## src/rtl/cpu_types_pkg.sv

```systemverilog
// Shared CPU datapath types: machine word and the fetch-queue entry layout.
package cpu_types_pkg;

    localparam int CPU_WORD_W    = 32;
    localparam int FETCH_Q_DEPTH = 4;

    typedef logic [CPU_WORD_W-1:0] word_t;

    typedef struct packed {
        word_t instr;
        word_t pc_plus_4;
    } fetch_entry_t;

endpackage

```

## src/rtl/fetch_queue.sv

```systemverilog
// DEPTH-entry FIFO of {instr, pc_plus_4} between fetch and decode, flushable as a whole.
// Optional zero-latency empty-queue path when FETCH_QUEUE_BYPASS_EN is defined.
module fetch_queue
    import cpu_types_pkg::*;
#(
    parameter  int WORD_W = 32,
    parameter  int DEPTH  = FETCH_Q_DEPTH,
    localparam int CNT_W  = $clog2(DEPTH) + 1
) (
    input  logic              CLK,
    input  logic              nRST,
    input  logic              flush,
    input  logic              push_valid,
    output logic              push_ready,
    input  logic [WORD_W-1:0] imemload,
    input  logic [WORD_W-1:0] pc_plus_4,
    input  logic              pop,
    output logic              out_valid,
    output logic [WORD_W-1:0] instr,
    output logic [WORD_W-1:0] out_pc_plus_4,
    output logic [CNT_W-1:0]  count
);

    localparam int               PTR_W    = $clog2(DEPTH);
    localparam logic [CNT_W-1:0] FULL_CNT = CNT_W'(DEPTH);

    logic [WORD_W-1:0] instr_mem_q [DEPTH];
    logic [WORD_W-1:0] pc_mem_q    [DEPTH];

    logic [PTR_W-1:0] rd_ptr_q, rd_ptr_d;
    logic [PTR_W-1:0] wr_ptr_q, wr_ptr_d;
    logic [CNT_W-1:0] count_q,  count_d;

    logic head_valid;
    logic bypass_hit;
    logic consume_bypass;
    logic push_fire;
    logic pop_fire;
    logic wr_en;
    logic rd_en;

    always_comb begin
        head_valid = (count_q != '0);
        bypass_hit = 1'b0;
`ifdef FETCH_QUEUE_BYPASS_EN
        bypass_hit = (count_q == '0) && push_valid && !flush;
`endif
        out_valid      = head_valid || bypass_hit;
        push_ready     = (count_q != FULL_CNT) || (pop && out_valid);
        push_fire      = push_valid && push_ready && !flush;
        pop_fire       = pop && out_valid && !flush;
        // A bypassed entry that decode takes immediately never touches storage.
        consume_bypass = bypass_hit && pop;
        wr_en          = push_fire && !consume_bypass;
        rd_en          = pop_fire && !consume_bypass;

        if (bypass_hit) begin
            instr         = imemload;
            out_pc_plus_4 = pc_plus_4;
        end else if (head_valid) begin
            instr         = instr_mem_q[rd_ptr_q];
            out_pc_plus_4 = pc_mem_q[rd_ptr_q];
        end else begin
            instr         = '0;
            out_pc_plus_4 = '0;
        end
        count = count_q;
    end

    always_comb begin
        rd_ptr_d = rd_ptr_q;
        wr_ptr_d = wr_ptr_q;
        count_d  = count_q;
        if (flush) begin
            rd_ptr_d = '0;
            wr_ptr_d = '0;
            count_d  = '0;
        end else begin
            if (wr_en) wr_ptr_d = wr_ptr_q + 1'b1;
            if (rd_en) rd_ptr_d = rd_ptr_q + 1'b1;
            case ({wr_en, rd_en})
                2'b10:   count_d = count_q + 1'b1;
                2'b01:   count_d = count_q - 1'b1;
                default: count_d = count_q;
            endcase
        end
    end

    always_ff @(posedge CLK) begin
        if (!nRST) begin
            rd_ptr_q <= '0;
            wr_ptr_q <= '0;
            count_q  <= '0;
        end else begin
            rd_ptr_q <= rd_ptr_d;
            wr_ptr_q <= wr_ptr_d;
            count_q  <= count_d;
        end
    end

    // Storage is never reset; count gates whether its contents are visible.
    always_ff @(posedge CLK) begin
        if (nRST && !flush && wr_en) begin
            instr_mem_q[wr_ptr_q] <= imemload;
            pc_mem_q[wr_ptr_q]    <= pc_plus_4;
        end
    end

endmodule

```

## config.mk

```make
export PLATFORM = sky130hd
export DESIGN_NAME = fetch_queue
export DESIGN_NICKNAME = d
export VERILOG_FILES = /design/src/rtl/cpu_types_pkg.sv /design/src/rtl/fetch_queue.sv
export SDC_FILE = /design/constraint.sdc
export NUM_CORES = 1
export LEC_CHECK = 0
export ABC_AREA = 1
export CORE_MARGIN = 8
export CORE_UTILIZATION = 52
export CTS_BUF_LIST = sky130_fd_sc_hd__clkbuf_16
export DETAILED_ROUTE_END_ITERATION = 16
export PLACE_DENSITY_LB_ADDON = 0.05
export RECOVER_POWER = 100
export SYNTH_ARGS = -nofsm -noshare
export SYNTH_HDL_FRONTEND = slang
export SYNTH_SLANG_ARGS = --single-unit
```

## constraint.sdc

```tcl
create_clock -name CLK -period 11.4 [get_ports CLK]
set_input_delay 2.28 -clock CLK [delete_from_list [all_inputs] [get_ports CLK]]
set_output_delay 2.28 -clock CLK [all_outputs]
set_load 0.01 [all_outputs]
```

==> summary.md <==
| Metric | Value |
|---|---|
| Outcome | finished with violations |
| Failing checks | capacitance limit, slew limit |
| Critical Path Max Stage Delay | approximately 1.7 ns |
| #FFs+latches synth | between 200 and 300 |
| Postcts setup bufs | 0 |
| CP required | a little over 9 ns |
| Placed cell count | around 1200 |
| Final Hold Slack | ~0.56 ns |
| Pre-CTS WS | approximately 5.6 ns |
| Share of the synthesized area in the top cell type | approximately three quarters |
| Final wirelength | approximately 23000 um |
| Period minus WS final | 8.05 ns |
| Vias after detailed routing | around 6600 |
| Fmax | between 0.1 and 0.15 GHz |
| Final setup vio count | 0 |
| Crit Path Max Fanout | 70 |
| CP top delay family | buffers and inverters |
| Setup tns final | 0 ns |
| CP Capture Type | output port |
| Proportion of layout cells with a drive suffix above 1 | between 5 and 6% |
| ANT nets after route | 0 |
| Avg WL per Cell | approximately 19 um |
| Later-pin clock latency in the skew report | roughly 0.52 ns |
| Placed Instance Area | between 10000 and 15000 um2 |
| FILL cells | approximately 1500 |
| Number of synthesis warnings | 0 |
| Iteration-0 DRC count of the detailed router | ~430 |
| First-pass GRT wire length | between 30000 and 40000 um |
| Crit path launch type | register |
| Post-synth ARST share | 0% |
| Commonest cells post-synth | nor2_1 (272), edfxtp_1 (256), o21ai_0 (121) |
| CTS Buffer Depth | 3 |
| Sequential element share of the synthesized area | 75.4% |
| IO Pins | between 100 and 150 |
| Die H | 158 um |
| CTS Sinks | between 200 and 300 |
| CTS tree | built |
| Max Cap Viol | 6 |
| Count of pins over their slew limit | approximately 390 |
| Largest cells by area after synthesis | edfxtp_1 (74%), nor2_1 (9.8%), o21ai_0 (5.8%) |
| Average size of a mapped cell | between 10 and 15 um2 |
| Avg Vias per Cell | 5.28 |
| DIE AREA | between 20000 and 25000 um2 |
| Root buffer cell | clkbuf_16 |
| Commonest register cell after synthesis | edfxtp_1 |
| Core region area | 20000 um2 |
| Total GRT Usage | 18.4% |
| CP arrival | 5.77 ns |
| Worst path buffer plus inverter count | 3 |
| Util after Layout | roughly 64% |
| Leakage power | between 4 and 5 nW |
| Fin area | 12800 um2 |
| Initial Util | a little over half |
| Hold Buf Count CTS | 0 |
| Slew margin rel. | -191% |
| Pin count of the biggest net entering global routing | 110 |
| DRC Markers | 0 |
| Number of global-route vias before repair | about 6700 |
| Post-DP HPWL | around 12000 um |
| Worst slew pin tran | about 4.4 ns |
| Syn-to-layout area delta | 23.0% |
| Fin. Hold Viols | 0 |
| Final Net Count | 1033 |
| Resize count post-CTS | 0 |
| Clock transition at the registers of the reported paths | ~0.060 ns |
| Worst min path class | register to register |
| Row cnt | between 50 and 60 |
| GP Congestion | just under 0.8 |
| Final period util | around 71% |
| Total Power | around 2.1 mW |
| Die X | about 160 um |
| Non-filler instance count after layout | about 1200 |
| Synth unique cells | 18 |
| Initial antenna violation count | 3 |
| CP max stage cell | clkinvlp_2 |
| Post-synth EDFFs | about 260 |
| Peak supply drop | between 0.1 and 0.15 mV |
| Count leader, synth | nor2_1 |
| Synth area leader | edfxtp_1 |
| H-tree depth | 1 |
| Clk_skew | ~0.011 ns |
| Total congestion overflow | 0 |
| Worst Slack Setup Final | between 3 and 4 ns |
| Worst-path cell chain | clkinvlp_2 -> clkbuf_1 -> o21ai_0 -> a21oi_1 -> dlygate4sd3_1 |
| Pre-antenna DRT Iters | 5 |
| IO Port Bufs | ~140 |
| Cell area after synthesis | ~10000 um2 |
| Power density cells | between 150 and 200 nW/um2 |
| Post-Synthesis Cells | slightly above 800 |
| Syn nets | 905 |
| CTS Buf Count | 27 |
| Critical path type | register to output port |
| Unrepaired setup endpoints after global routing | no |
[placed cells by master, fill, tap and decap left out, types with 8 or more instances in the layout]
| cell | count |
|---|---|
| dfxtp_1 | 8 |
| o21ai_1 | 10 |
| nand2_1 | 15 |
| o21ai_0 | 121 |
| a21oi_1 | 67 |
| clkbuf_16 | 27 |
| dlygate4sd3_1 | 126 |
| clkdlybuf4s50_1 | 11 |
| nor2_1 | 268 |
| edfxtp_1 | 256 |
| inv_1 | 22 |
[registers in the layout, summed over array words and instances (netlist names), named ones only]
signal	cells
instr_mem_q	128
pc_mem_q	128
count	3
rd_ptr_q	2
wr_ptr_q	2
[kinds of logic (layout without fill, tap and decap cells)]
logic type,Yosys count,count (layout),synth area share [%]
AOI/OAI and AO/OA,199,199,9.57
buffers and inverters,68,215,3.62
DFF,265,265,75.4
other,0,1,0
adders and majority gates,6,6,0.792
and+or+nand+nor,292,292,10.6
[worst reg2reg max path, delay by kind of cell (launching register included)]
kind / cells / cell delay [ns]
buffers and inverters: 1 / 3.09
flip-flops: 1 / 0.41
AND/OR/NAND/NOR: 4 / 0.78
[worst paths after layout]
check               from                  to  slack [ns]  cells after the start
max             register            instr[1]        3.35                      5
min          rd_ptr_q[0]         rd_ptr_q[0]        0.56                      2
max reg2reg     count[1]  instr_mem_q[2][29]        6.61                      5
min reg2reg  rd_ptr_q[0]         rd_ptr_q[0]        0.56                      2
[layer usage]
| metal | GRT usage [%] | part of all wire, % |
|---|---|---|
| met1 | 22.3 | 41 |
| met2 | 32.9 | 50 |
| met3 | 3.96 | 7.2 |
| met4 | 4.67 | 1.4 |
| met5 | 0 | 0.11 |
[area by class of cell]
type                            instances  area (um2)  area share (%)
Inverter                               21        80.1           0.625
Sequential cell                       265        7870            61.4
Tap cell                              270         338            2.63
Clock buffer                           27         676            5.27
Multi-Input combinational cell        497        2210            17.3
Antenna cell                            1        2.50          0.0195
Timing Repair Buffer                  146        1420            11.1
Clock inverter                         21         224            1.75
[where the power goes]
group	switching (mW)	internal [mW]
sequential	0.00317	1.08
clock	0.343	0.541
combinational	0.0548	0.0404
No activity file was read; power rests on OpenSTA's default activity.
